<file path="src/rtl/vga_sync_to_count_pkg.sv">
// Shared VGA timing definitions: default 640x480 constants, count width and the
// lock-state encoding used by the sync-to-count receiver.
package vga_sync_to_count_pkg;

    localparam int COUNT_W         = 10;
    localparam int VGA_TOTAL_COLS  = 800;
    localparam int VGA_TOTAL_ROWS  = 525;
    localparam int VGA_ACTIVE_COLS = 640;
    localparam int VGA_ACTIVE_ROWS = 480;

    typedef enum logic [1:0] {
        SEARCH = 2'd0,
        CHECK  = 2'd1,
        LOCKED = 2'd2
    } lock_state_e;

    // Saturating 8-bit increment used by the optional error counter.
    function automatic logic [7:0] sat_inc8(input logic [7:0] val);
        logic [7:0] res;
        if (val == 8'hFF) begin
            res = val;
        end else begin
            res = val + 8'd1;
        end
        return res;
    endfunction

endpackage

</file>
<file path="src/rtl/vga_sync_to_count_sync_edge_detect.sv">
// One-cycle registered copy of a sync flag plus a rising-edge pulse. The edge
// history resets high so a level already asserted at reset release is not an edge.
module sync_edge_detect (
    input  logic clk_i,
    input  logic rst_i,
    input  logic sync_i,
    output logic sync_o,
    output logic edge_o
);

    logic hist_q;
    logic sync_q;

    // History and output delay registers
    always_ff @(posedge clk_i) begin
        if (rst_i) begin
            hist_q <= 1'b1;
            sync_q <= 1'b0;
        end else begin
            hist_q <= sync_i;
            sync_q <= sync_i;
        end
    end

    assign edge_o = sync_i & ~hist_q;
    assign sync_o = sync_q;

endmodule

</file>
<file path="src/rtl/vga_sync_to_count.sv">
// Rebuilds column/row counts from active-region HSync/VSync flags, with lock FSM and
// timing-error detection. Optional error counter: VGA_SYNC_TO_COUNT_ERR_CNT_EN.
module vga_sync_to_count
    import vga_sync_to_count_pkg::*;
#(
    parameter int TOTAL_COLS  = VGA_TOTAL_COLS,
    parameter int TOTAL_ROWS  = VGA_TOTAL_ROWS,
    parameter int ACTIVE_COLS = VGA_ACTIVE_COLS,
    parameter int ACTIVE_ROWS = VGA_ACTIVE_ROWS
) (
    input  logic               i_Clk,
    input  logic               i_Reset,
    input  logic               i_HSync,
    input  logic               i_VSync,
    output logic               o_HSync,
    output logic               o_VSync,
    output logic [COUNT_W-1:0] o_Col_Count,
    output logic [COUNT_W-1:0] o_Row_Count,
    output logic               o_Frame_Start,
    output logic               o_Locked,
`ifdef VGA_SYNC_TO_COUNT_ERR_CNT_EN
    output logic [7:0]         o_Err_Count,
`endif
    output logic               o_Sync_Err
);

    localparam logic [COUNT_W-1:0] COL_LAST = COUNT_W'(TOTAL_COLS - 1);
    localparam logic [COUNT_W-1:0] ROW_LAST = COUNT_W'(TOTAL_ROWS - 1);
    localparam logic [COUNT_W-1:0] CNT_ONE  = COUNT_W'(1);

    if (ACTIVE_COLS >= TOTAL_COLS || ACTIVE_ROWS >= TOTAL_ROWS) begin : g_bad_cfg
        $error("vga_sync_to_count: active region must be smaller than total timing");
    end

    logic h_edge_s;
    logic f_edge_s;
    logic line_err_s;
    logic frame_err_s;

    logic [COUNT_W-1:0] col_q, col_d;
    logic [COUNT_W-1:0] row_q, row_d;
    lock_state_e        state_q, state_d;
    logic               armed_q, armed_d;
    logic               err_d;
    logic               frame_start_q;
    logic               sync_err_q;
    logic               locked_q;

    sync_edge_detect u_h_edge (
        .clk_i  (i_Clk),
        .rst_i  (i_Reset),
        .sync_i (i_HSync),
        .sync_o (o_HSync),
        .edge_o (h_edge_s)
    );

    sync_edge_detect u_v_edge (
        .clk_i  (i_Clk),
        .rst_i  (i_Reset),
        .sync_i (i_VSync),
        .sync_o (o_VSync),
        .edge_o (f_edge_s)
    );

    // Free-running counters, forced to the origin on a frame start
    always_comb begin
        col_d = col_q;
        row_d = row_q;
        if (f_edge_s) begin
            col_d = '0;
            row_d = '0;
        end else if (col_q == COL_LAST) begin
            col_d = '0;
            if (row_q == ROW_LAST) begin
                row_d = '0;
            end else begin
                row_d = row_q + CNT_ONE;
            end
        end else begin
            col_d = col_q + CNT_ONE;
        end
    end

    // A frame-start H-edge is covered by the frame check, not the line check
    always_comb begin
        line_err_s  = h_edge_s && !f_edge_s && (col_q != COL_LAST);
        frame_err_s = f_edge_s && !(h_edge_s && (col_q == COL_LAST) && (row_q == ROW_LAST));
    end

    // Lock FSM: armed_q means the current CHECK window began at a frame start with no line error since
    always_comb begin
        state_d = state_q;
        armed_d = armed_q;
        err_d   = 1'b0;
        case (state_q)
            SEARCH: begin
                if (f_edge_s) begin
                    state_d = CHECK;
                    armed_d = 1'b1;
                end else begin
                    state_d = SEARCH;
                end
            end
            CHECK: begin
                if (line_err_s) begin
                    err_d   = 1'b1;
                    armed_d = 1'b0;
                end else if (frame_err_s) begin
                    err_d   = 1'b1;
                    armed_d = 1'b1;
                end else if (f_edge_s) begin
                    if (armed_q) begin
                        state_d = LOCKED;
                    end else begin
                        armed_d = 1'b1;
                    end
                end else begin
                    state_d = CHECK;
                end
            end
            LOCKED: begin
                if (line_err_s || frame_err_s) begin
                    err_d   = 1'b1;
                    state_d = SEARCH;
                end else begin
                    state_d = LOCKED;
                end
            end
            default: begin
                state_d = SEARCH;
                armed_d = 1'b0;
            end
        endcase
    end

    // State, counters and registered status outputs
    always_ff @(posedge i_Clk) begin
        if (i_Reset) begin
            col_q         <= '0;
            row_q         <= '0;
            state_q       <= SEARCH;
            armed_q       <= 1'b0;
            frame_start_q <= 1'b0;
            sync_err_q    <= 1'b0;
            locked_q      <= 1'b0;
        end else begin
            col_q         <= col_d;
            row_q         <= row_d;
            state_q       <= state_d;
            armed_q       <= armed_d;
            frame_start_q <= f_edge_s;
            sync_err_q    <= err_d;
            locked_q      <= (state_d == LOCKED);
        end
    end

`ifdef VGA_SYNC_TO_COUNT_ERR_CNT_EN
    logic [7:0] err_cnt_q;

    // Saturating count of reported timing errors
    always_ff @(posedge i_Clk) begin
        if (i_Reset) begin
            err_cnt_q <= 8'd0;
        end else if (err_d) begin
            err_cnt_q <= sat_inc8(err_cnt_q);
        end else begin
            err_cnt_q <= err_cnt_q;
        end
    end

    assign o_Err_Count = err_cnt_q;
`endif

    assign o_Col_Count   = col_q;
    assign o_Row_Count   = row_q;
    assign o_Frame_Start = frame_start_q;
    assign o_Sync_Err    = sync_err_q;
    assign o_Locked      = locked_q;

endmodule

</file>
<file path="config.mk">
export PLATFORM = sky130hd
export DESIGN_NAME = vga_sync_to_count
export DESIGN_NICKNAME = d
export VERILOG_FILES = /design/src/rtl/vga_sync_to_count_pkg.sv /design/src/rtl/vga_sync_to_count_sync_edge_detect.sv /design/src/rtl/vga_sync_to_count.sv
export SDC_FILE = /design/constraint.sdc
export NUM_CORES = 1
export LEC_CHECK = 0
export ABC_AREA = 1
export ABC_CLOCK_PERIOD_IN_PS = 1650
export BUFFER_PORTS_ARGS = -buffer_cell sky130_fd_sc_hd__clkbuf_2
export CAP_MARGIN = 20
export CORE_MARGIN = 8
export CORE_UTILIZATION = 53
export DETAILED_ROUTE_END_ITERATION = 7
export PLACE_DENSITY = 0.86
export SLEW_MARGIN = 25
export SYNTH_ARGS = -nofsm -noshare
export SYNTH_HDL_FRONTEND = slang
export SYNTH_SLANG_ARGS = --single-unit
</file>
<file path="constraint.sdc">
create_clock -name i_Clk -period 1.65 [get_ports i_Clk]
set_input_delay 0.0825 -clock i_Clk [delete_from_list [all_inputs] [get_ports i_Clk]]
set_output_delay 0.0825 -clock i_Clk [all_outputs]
set_load 0.02 [all_outputs]
</file>
==> impl_metrics.csv, run 1 <==
group,metric,value,unit
run_status,status,"completed",
layout,diodes,0,
clock_tree,cts_tree,"done",
drt,totalWireLength,3260,microns
placed_design,dpl_cell_area,0.00164,sq mm
synthesis,syn-num-nets,205,
layout,drive_gt1_share,27.2,%
sta,min_period_over_period,93.1,%
clock_tree,clk_latency,0.34,ns
global_routing,grt_pass1_wl,4950,microns
floorplanning,io_pins,29,
clock_tree,cts_buffers,5,
sta,finalSetupViolations,0,
global_routing,track_usage,14.1,%
synthesis,synth_async_sr_flop_share,0,%
clock_tree,clock_path_buffers,2,
sta,fmax,651,MHz
synthesis,avgSynthCellArea,7.50,sq um
layout,nNetsFinal,249,
sta,setup_tns,0,ns
drt,postRouteAntennaNets,0,
layout,post-route-util,70.2,%
floorplanning,die_area,0.00468,sq mm
placed_design,port-buffer-count,28,
synthesis,synth_area,0.00146,sq mm
sta,hold_viol,0,
global_routing,grt_max_degree,11,
critical_path,crit-reg2reg-launch,"o_Col_Count[0]",
critical_path,cp-startpoint,"o_Col_Count[0]",
clock_tree,clk_pin_slew,0.09,ns
placed_design,dp_hpwl,2310,microns
min_path,worstHoldPathType,"register to register",
synthesis,synth_edf_count,0,
floorplanning,core,0.00269,sq mm
global_routing,overflow,0,
drt,drtIter0Drc,43,
layout,finalNonFillerCells,270,
synthesis,ys_ff_latch,30,
drt,viasPerCell,5.08,
floorplanning,die_x,68.4,microns
sta,worst_pin_slew,0.410,ns
synthesis,ys_seq_area_share,41.3,%
placed_design,place_inst,254,
clock_tree,cts.sinks,30,
floorplanning,fp.dieH,68.4,microns
clock_tree,cts_root_buf,"clkbuf_4",
synthesis,synthCells,194,
layout,num-fill-cells,220,
synthesis,synth_top_flop_cell,"dfxtp_1",
floorplanning,core.rowCount,19,
pwr,power_density,856,mW/mm^2
sta,slew_violations,0,
drt,drc,0,
drt,vias,1371,
global_routing,antenna_found_initial,0,
layout,register_area,606,sq um
layout,fin_area,0.00189,sq mm
clock_tree,htree_levels,2,
critical_path,path_class,"register to register",
critical_path,cp-end-kind,"register",
sta,relSlewSlack,72.5,%
placed_design,place_congestion,0.778,
sta,finClkSkew,0.0131,ns
sta,post-route-min-period,1.54,ns
layout,multi_input_area,797,sq um
run,max_cap_viol_count,0,
floorplanning,start_util,54.2,%
critical_path,critPathRequiredTime,1.92,ns
pwr,power,1.62,mW
layout,synthToLayoutAreaGrowth,29.7,%
global_routing,grt_pass1_vias,1181,
pwr,p_leak,0.860,nW
drt,firstDrtPassIters,4,
min_path,min_from,"o_Col_Count[0]",
critical_path,worst-endpoint-arrival,1.81,ns
drt,wl_per_cell,12.1,microns
synthesis,yosysWarnings,0,
critical_path,worst-path-max-fanout,5,
pwr,vdd_drop_max,1090,uV
critical_path,critPathLaunchType,"register",
synthesis,ys_types,30,
through the flow:
stage,hold WS [ns],worst slack [ns]
after detailed placement,0.287,0.0636
after global routing,0.484,-0.0118
after global placement,0.281,0.124
final,0.464,0.113
after floorplan,0.155,0.0112
after CTS,0.458,0.0123
kinds of logic (layout without fill, tap and decap cells):
family	after synthesis	in the layout	synth area share, %
compound gates	21	21	8.43
fa+ha+maj	7	7	6.02
buf+inv	32	76	8.51
simple gates	102	103	34.6
flops	30	30	41.3
xor+xnor	2	2	1.20
per-layer routing:
layer,GRT usage [%],routed length (microns)
met5,0,0
met4,8.70,75
met3,5.56,181
met2,23.7,1630
met1,14.3,1370
cells in the mapped netlist, types with 2 or more instances:
master	count	area (sq um)
a21oi_1	11	55.1
a31oi_1	2	12.5
dfxtp_1	30	601
ha_1	7	87.6
inv_1	29	109
inv_2	2	7.51
nand2_1	41	154
nand2_2	2	12.5
nand3_1	10	50.1
nand3_2	3	30.0
nand4_1	4	25.0
nor2_1	27	101
nor2_4	3	33.8
nor3_1	4	20.0
nor3b_1	2	15.0
o21ai_0	2	10.0
xor2_1	2	17.5
flip-flops by register name (all words and copies together), names as in the netlist:
signal,flops
armed_q,1
o_Col_Count,10
o_Frame_Start,1
o_Locked,1
o_Row_Count,10
o_Sync_Err,1
state_q,2
u_h_edge.hist_q,1
u_h_edge.sync_o,1
u_v_edge.hist_q,1
u_v_edge.sync_o,1
cell type report:
type                       count  share of cell area (%)
multi-input combinational    133                    42.2
sequential                    30                    32.1
timing repair buffer          37                    11.4
inverter                      31                    6.30
clock inverter                 2                    3.18
clock buffer                   6                    2.72
tap                           31                    2.06
path summary, 6_finish.rpt:
check | to | slack (ns) | cells past startpoint
worst max register to register | o_Locked | 0.11 | 11
worst max-delay path | o_Locked | 0.11 | 11
worst min register to register | o_Col_Count[0] | 0.46 | 1
worst min-delay path | o_Col_Count[0] | 0.46 | 1
placed cells by master, fill, tap and decap left out, types with 2 or more instances in the layout:
| cell | synthesis | routed |
|---|---|---|
| nand2_1 | 41 | 39 |
| inv_1 | 29 | 29 |
| dfxtp_1 | 30 | 28 |
| clkbuf_2 | 0 | 28 |
| nor2_1 | 27 | 26 |
| a21oi_1 | 11 | 11 |
| nand3_1 | 10 | 9 |
| ha_1 | 7 | 6 |
| buf_4 | 1 | 6 |
| clkbuf_4 | 0 | 5 |
| nor2_4 | 3 | 4 |
| nand2_2 | 2 | 4 |
| nor3_1 | 4 | 4 |
| nand4_1 | 4 | 4 |
| nand3_2 | 3 | 3 |
| dlygate4sd3_1 | 0 | 3 |
| nor3b_1 | 2 | 2 |
| a31oi_1 | 2 | 2 |
| xor2_1 | 2 | 2 |
| o21ai_0 | 2 | 2 |
| bufinv_16 | 0 | 2 |
critical path, stage by stage, from the launching register on:
cell and delay (ns):
dfxtp_4 0.39, ha_4 0.14, nand2_2 0.08, nor2_4 0.16
inv_4 0.07, nor2_8 0.16, nand3_2 0.09, nand2_2 0.09
nand2_1 0.05, nand2_1 0.06, nand2_1 0.07, nor2_1 0.10
timing repair:
item,in CTS,in global routing
gates resized for setup,0,13
endpoints found under the setup margin,0,9
setup buffers,0,4
hold endpoints to repair,5,0
hold buffers,3,0
where the power goes:
group | leakage, nW | switching, mW | internal, mW
logic | 0.558 | 0.0568 | 0.0347
clock network | 0.0585 | 0.261 | 0.513
registers | 0.244 | 0.0116 | 0.738
total | 0.860 | 0.330 | 1.29
Note: power is estimated with default switching activity, not from simulation.
==> run 2, diff against run 1 <==
--- a/config.mk
+++ b/config.mk
@@ -6,7 +6,7 @@
 export NUM_CORES = 1
 export LEC_CHECK = 0
 export ABC_AREA = 1
-export ABC_CLOCK_PERIOD_IN_PS = 1650
+export ABC_CLOCK_PERIOD_IN_PS = 1600
 export BUFFER_PORTS_ARGS = -buffer_cell sky130_fd_sc_hd__clkbuf_2
 export CAP_MARGIN = 20
 export CORE_MARGIN = 8
==> constraint.sdc (replaced) <==
create_clock -name i_Clk -period 1.6 [get_ports i_Clk]
set_input_delay 0.08 -clock i_Clk [delete_from_list [all_inputs] [get_ports i_Clk]]
set_output_delay 0.08 -clock i_Clk [all_outputs]
set_load 0.02 [all_outputs]
==> impl_metrics.csv, run 2 (same netlist as run 1, synthesis figures left out) <==
group,metric,value,unit
run_status,status,"completed",
pwr,vdd_drop_max,640,uV
critical_path,worst-endpoint-arrival,1.74,ns
pwr,p_leak,0.844,nW
pwr,power_density,732,mW/mm^2
layout,register_area,611,sq um
sta,hold_viol,0,
clock_tree,cts_buffers,5,
drt,totalWireLength,3140,microns
drt,vias,1381,
layout,post-route-util,68.5,%
min_path,hold_depth,1,
layout,drive_gt1_share,28.7,%
layout,synthToLayoutAreaGrowth,26.4,%
min_path,holdPathEnd,"o_Col_Count[0]",
critical_path,path_class,"register to register",
critical_path,critPathLaunchType,"register",
floorplanning,die_x,68.4,microns
critical_path,r2r_end,"o_Row_Count[4]",
clock_tree,clock_path_buffers,2,
layout,multi_input_area,788,sq um
placed_design,place_congestion,0.821,
clock_tree,clk_latency,0.33,ns
floorplanning,start_util,54.2,%
min_path,min_from,"o_Col_Count[0]",
run,max_cap_viol_count,0,
sta,worst_pin_slew,0.394,ns
global_routing,grt_max_degree,10,
global_routing,grt_pass1_wl,4950,microns
clock_tree,cts_tree,"done",
sta,finClkSkew,0.0109,ns
critical_path,crit_family,"simple AND/OR/NAND/NOR gates",
floorplanning,io_pins,29,
min_path,worstHoldPathType,"register to register",
clock_tree,cts_root_buf,"clkbuf_4",
critical_path,worst-path-max-fanout,6,
sta,slew_violations,0,
floorplanning,core,0.00269,sq mm
sta,relSlewSlack,73.6,%
critical_path,r2r_cells,10,
layout,final_common_cell,"nand2_1",
layout,num-fill-cells,237,
floorplanning,core.rowCount,19,
critical_path,cp-end-kind,"register",
critical_path,critPathRequiredTime,1.83,ns
drt,drc,0,
sta,fmax,661,MHz
placed_design,dp_hpwl,2230,microns
critical_path,cpMostUsedCell,"buf_4",
pwr,power,1.35,mW
layout,diodes,0,
critical_path,cp_cell_sequence,"ha_4 -> nand2_4 -> nor2_4 -> inv_4 -> nor2_8 -> buf_4 -> a21oi_4 -> buf_4 -> nand2_1 -> nor2_1",
floorplanning,fp.dieH,68.4,microns
critical_path,critPathMaxStageDelay,0.38,ns
clock_tree,htree_levels,2,
layout,final_cell_mix,"39 x nand2_1, 29 x inv_1, 28 x clkbuf_2",
placed_design,port-buffer-count,28,
global_routing,track_usage,13.8,%
clock_tree,cts.sinks,30,
drt,postRouteAntennaNets,0,
drt,wl_per_cell,11.6,microns
sta,finalSetupViolations,0,
drt,firstDrtPassIters,4,
critical_path,critPathBufInv,3,
sta,post-route-min-period,1.51,ns
critical_path,crit-reg2reg-launch,"o_Col_Count[0]",
global_routing,grt_pass1_vias,1192,
sta,setup_tns,0,ns
critical_path,worst_path_max_delay_cell,"dfxtp_4",
floorplanning,die_area,0.00468,sq mm
layout,nNetsFinal,250,
drt,drtIter0Drc,49,
global_routing,overflow,0,
critical_path,rrSetupSlack,0.09,ns
clock_tree,clk_pin_slew,0.10,ns
drt,viasPerCell,5.10,
sta,min_period_over_period,94.5,%
global_routing,antenna_found_initial,0,
run 2: cell count changes in the layout (fill, tap and decap cells not counted), sizes merged:
cell,previous run,this run
clkinv,0,1
buf,6,7
clkbuf,34,35
bufinv,2,0
run 2: how the worst max path moves through the flow:
stage,depth (start not counted),end,start
floorplan,10,o_Row_Count[7],o_Col_Count[0]
global placement,9,state_q[0],o_Col_Count[0]
detailed placement,10,o_Row_Count[6],o_Col_Count[0]
CTS,9,state_q[0],o_Col_Count[0]
global route,11,o_Locked,o_Col_Count[0]
finish,10,o_Row_Count[4],o_Col_Count[0]
run 2: what timing repair did:
action | CTS | global route
setup buffers | 0 | 5
hold buffers | 3 | 0
cloned | 0 | 1
pin swaps | 1 | 8
endpoints found under the setup margin | 3 | 9
endpoints found under the hold margin | 5 | 0
gates resized for setup | 1 | 14
run 2: through the flow:
| step | hold WS (ns) | instances | instance area (sq um) | setup slack, ns |
|---|---|---|---|---|
| after floorplan | 0.152 | 194 | 1460 | 0.0506 |
| after global placement | 0.274 | 254 | 1640 | 0.0675 |
| after detailed placement | 0.282 | 254 | 1640 | 0.00614 |
| after CTS | 0.455 | 265 | 1740 | 0.00382 |
| after global routing | 0.479 | 271 | 1840 | -0.00759 |
| final | 0.453 | 271 | 1840 | 0.0879 |
run 2: layout make-up:
class,count,share of cell area (%)
Clock buffer,7,2.99
Clock inverter,1,0.272
Inverter,31,6.46
Multi-Input combinational cell,133,42.9
Sequential cell,30,33.2
Tap cell,31,2.11
Timing Repair Buffer,38,12.1
run 2: power by group:
group	internal, mW	switching (mW)
Combinational	0.0411	0.0605
Sequential	0.761	0.0119
Clock	0.213	0.258
Total	1.01	0.331
run 2: per-layer routing:
metal	track usage, %	share of wire (%)	wire length, microns
met4	7.67	2.2	70
met3	4.26	5.1	159
met5	0	0	0
met1	15.0	42	1330
met2	23.3	50	1580
==> run 3, diff against run 2 <==
--- a/config.mk
+++ b/config.mk
@@ -5,14 +5,14 @@
 export SDC_FILE = /design/constraint.sdc
 export NUM_CORES = 1
 export LEC_CHECK = 0
-export ABC_AREA = 1
-export ABC_CLOCK_PERIOD_IN_PS = 1600
+export ABC_CLOCK_PERIOD_IN_PS = 1420
 export BUFFER_PORTS_ARGS = -buffer_cell sky130_fd_sc_hd__clkbuf_2
 export CAP_MARGIN = 20
 export CORE_MARGIN = 8
-export CORE_UTILIZATION = 53
+export CORE_UTILIZATION = 55
+export CTS_BUF_LIST = sky130_fd_sc_hd__clkbuf_8
 export DETAILED_ROUTE_END_ITERATION = 7
-export PLACE_DENSITY = 0.86
+export PLACE_DENSITY = 0.89
 export SLEW_MARGIN = 25
 export SYNTH_ARGS = -nofsm -noshare
 export SYNTH_HDL_FRONTEND = slang
==> constraint.sdc (replaced) <==
create_clock -name i_Clk -period 1.42 [get_ports i_Clk]
set_input_delay 0.071 -clock i_Clk [delete_from_list [all_inputs] [get_ports i_Clk]]
set_output_delay 0.071 -clock i_Clk [all_outputs]
set_load 0.02 [all_outputs]
==> impl_metrics.csv, run 3 <==
group,metric,value,unit
placed_design,pre_cts_ws,-0.433,ns
critical_path,worst-path-max-fanout,2,
critical_path,cp-end-kind,"register",
synthesis,yosys.area.top_type,"dfxtp_1",
min_path,worstHoldPathType,"input pin to register",
placed_design,place_inst,237,
global_routing,grt_pass1_wl,8650,microns
critical_path,cp.depth,5,
layout,diodes,0,
critical_path,r2r_cells,5,
clock_tree,cts.sinks,30,
layout,final_common_cell,"buf_4",
synthesis,synth_common_cells,"30 x dfxtp_1, 19 x nor2_1, 12 x xnor2_1",
layout,register_area,619,sq um
sta,slew_violations,0,
sta,setup_slack,-0.697,ns
drt,wl_per_cell,27.4,microns
critical_path,worst-endpoint-arrival,2.31,ns
placed_design,place_congestion,0.934,
global_routing,antenna_found_initial,0,
sta,finalSetupViolations,23,
run_status,violations,"negative setup slack",
floorplanning,core,0.00241,sq mm
critical_path,worst_path_max_delay_cell,"nor3_1",
drt,totalWireLength,7070,microns
critical_path,cp_cell_sequence,"nor3_1 -> nand4_1 -> or3_4 -> a21bo_4 -> a2111oi_4",
sta,setup_tns,-6.08,ns
run,max_cap_viol_count,0,
drt,vias,1703,
global_routing,overflow,0,
min_path,holdPathEnd,"u_v_edge.hist_q",
critical_path,crit-reg2reg-launch,"o_Row_Count[4]",
drt,drtIter0Drc,257,
critical_path,cp-startpoint,"o_Row_Count[4]",
layout,num-fill-cells,42,
synthesis,synth_area,0.00135,sq mm
synthesis,avgSynthCellArea,9.20,sq um
pwr,power_density,735,mW/mm^2
global_routing,track_usage,27.2,%
synthesis,synth_top_cell_area_share,44.4,%
critical_path,crit_family,"simple AND/OR/NAND/NOR gates",
critical_path,path_class,"register to register",
sta,min_period_over_period,149,%
critical_path,critPathBufInv,0,
layout,synthToLayoutAreaGrowth,72.8,%
synthesis,ys_ff_latch,30,
synthesis,syn-num-nets,158,
drt,postRouteAntennaNets,0,
sta,finClkSkew,0.00587,ns
critical_path,critPathMaxStageDelay,0.46,ns
floorplanning,die_x,65.6,microns
floorplanning,io_pins,29,
layout,final_cell_mix,"38 x buf_4, 28 x clkbuf_2, 21 x dfxtp_1",
global_routing,grt.met3_usage,9.69,%
layout,multi_input_area,0.00103,sq mm
clock_tree,clock_path_buffers,2,
critical_path,critPathLaunchType,"register",
clock_tree,hold_buffers,0,
floorplanning,core.rowCount,18,
pwr,power,1.72,mW
pwr,p_leak,1.04,nW
clock_tree,cts_tree,"done",
sta,rsz0062_at_grt,"yes",
placed_design,dp_hpwl,2820,microns
synthesis,synth_top_flop_cell,"dfxtp_1",
clock_tree,cts_buffers,5,
layout,nNetsFinal,238,
synthesis,synthCells,147,
critical_path,rrSetupSlack,-0.70,ns
global_routing,top_usage_layer,"met2",
synthesis,synth_async_sr_flop_share,0,%
global_routing,grt_pass1_vias,1656,
floorplanning,start_util,56.1,%
global_routing,grt_max_degree,14,
sta,fmax,472,MHz
sta,post-route-min-period,2.12,ns
clock_tree,cts_root_buf,"clkbuf_8",
sta,worst_pin_slew,0.570,ns
synthesis,synth_edf_count,0,
layout,finalNonFillerCells,258,
run_status,status,"finished with violations",
global_routing,use_met2,46.5,%
synthesis,yosysMostFrequentCell,"dfxtp_1",
drt,firstDrtPassIters,4,
critical_path,critPathRequiredTime,1.62,ns
global_routing,grtUsageMet1,27.0,%
synthesis,ys_types,32,
synthesis,ys_seq_area_share,44.4,%
floorplanning,fp.dieH,65.6,microns
sta,relSlewSlack,61.9,%
pwr,vdd_drop_max,963,uV
clock_tree,htree_levels,2,
clock_tree,clk_latency,0.29,ns
sta,hold_viol,0,
min_path,min_from,"i_VSync",
clock_tree,clk_pin_slew,0.07,ns
placed_design,port-buffer-count,28,
drt,drc,0,
critical_path,r2r_end,"o_Locked",
min_path,hold_depth,3,
drt,viasPerCell,6.60,
synthesis,ys_top_cells_by_area,"dfxtp_1 44%, xnor2_1 7.8%, ha_1 6.5%, nor2_1 5.3%, nor3_1 3.3%",
floorplanning,die_area,0.00430,sq mm
synthesis,yosysWarnings,0,
layout,drive_gt1_share,58.8,%
-- run 3: cell count changes in the layout (fill, tap and decap cells not counted), sizes merged, moves of 3 or more --
cell         delta
nor2           -13
a21oi           -9
inv            -21
nor3            +4
nand3           -7
xnor2          +12
nand2          -33
dlygate4sd3     -3
buf            +40
nor2b           +5
-- run 3: worst min-delay path, delay by kind of cell --
kind | cells | cell delay [ns]
and+or+nand+nor | 1 | 0.09
buffers and inverters | 2 | 0.19
-- run 3: worst max-delay path by stage --
| stage | slack, ns | to |
|---|---|---|
| after global routing | -0.74 | o_Locked |
| after detailed placement | -0.43 | o_Locked |
| final | -0.70 | o_Locked |
| after floorplan | -0.45 | o_Locked |
| after CTS | -0.47 | o_Locked |
| after global placement | -0.40 | o_Locked |
-- run 3: timing repair --
item                                    4_1_cts  5_1_grt
endpoints found under the setup margin       17       23
setup buffers                                11        7
gates cloned                                  1        0
resized for setup                            33       24
pin swaps                                    31       20
-- run 3: logic make-up (layout without fill, tap and decap cells) --
| family | count (synthesis) | after routing | share of synthesized area (%) |
|---|---|---|---|
| AO/OA/AOI/OAI | 14 | 15 | 8.05 |
| XOR/XNOR | 16 | 16 | 10.4 |
| adder cells (fa/ha/maj) | 7 | 7 | 6.48 |
| buffers and inverters | 10 | 90 | 2.78 |
| flip-flops | 30 | 30 | 44.4 |
| multiplexers | 1 | 1 | 0.740 |
| AND/OR/NAND/NOR | 69 | 69 | 27.2 |
-- run 3: per-layer routing --
layer | part of all wire (%) | vias up
met5 | 0 | -
met4 | 8.2 | 0
met3 | 11 | 64
met2 | 48 | 186
met1 | 33 | 786
li1 | - | 667
-- run 3: power by group --
part	internal (mW)	switching [mW]
clock network	0.326	0.342
registers	0.857	0.0141
logic	0.0732	0.106
-- run 3: cell type report --
| class | count | area share [%] |
|---|---|---|
| well taps | 30 | 1.61 |
| flip-flops and latches | 30 | 26.5 |
| clock buffers | 5 | 2.94 |
| repair buffers | 75 | 23.1 |
| inverters | 7 | 1.23 |
| multi-input cells | 108 | 44.2 |
| clock inverters | 3 | 0.482 |
-- run 3: metrics by stage --
stage	area, sq um	hold slack [ns]	util (%)
finish	2340	0.0779	97.0
global placement	1880	0.362	78.0
global route	2340	0.0655	97.0
detailed placement	1880	0.377	78.0
floorplan	1460	0.143	-
CTS	2230	0.0803	92.7
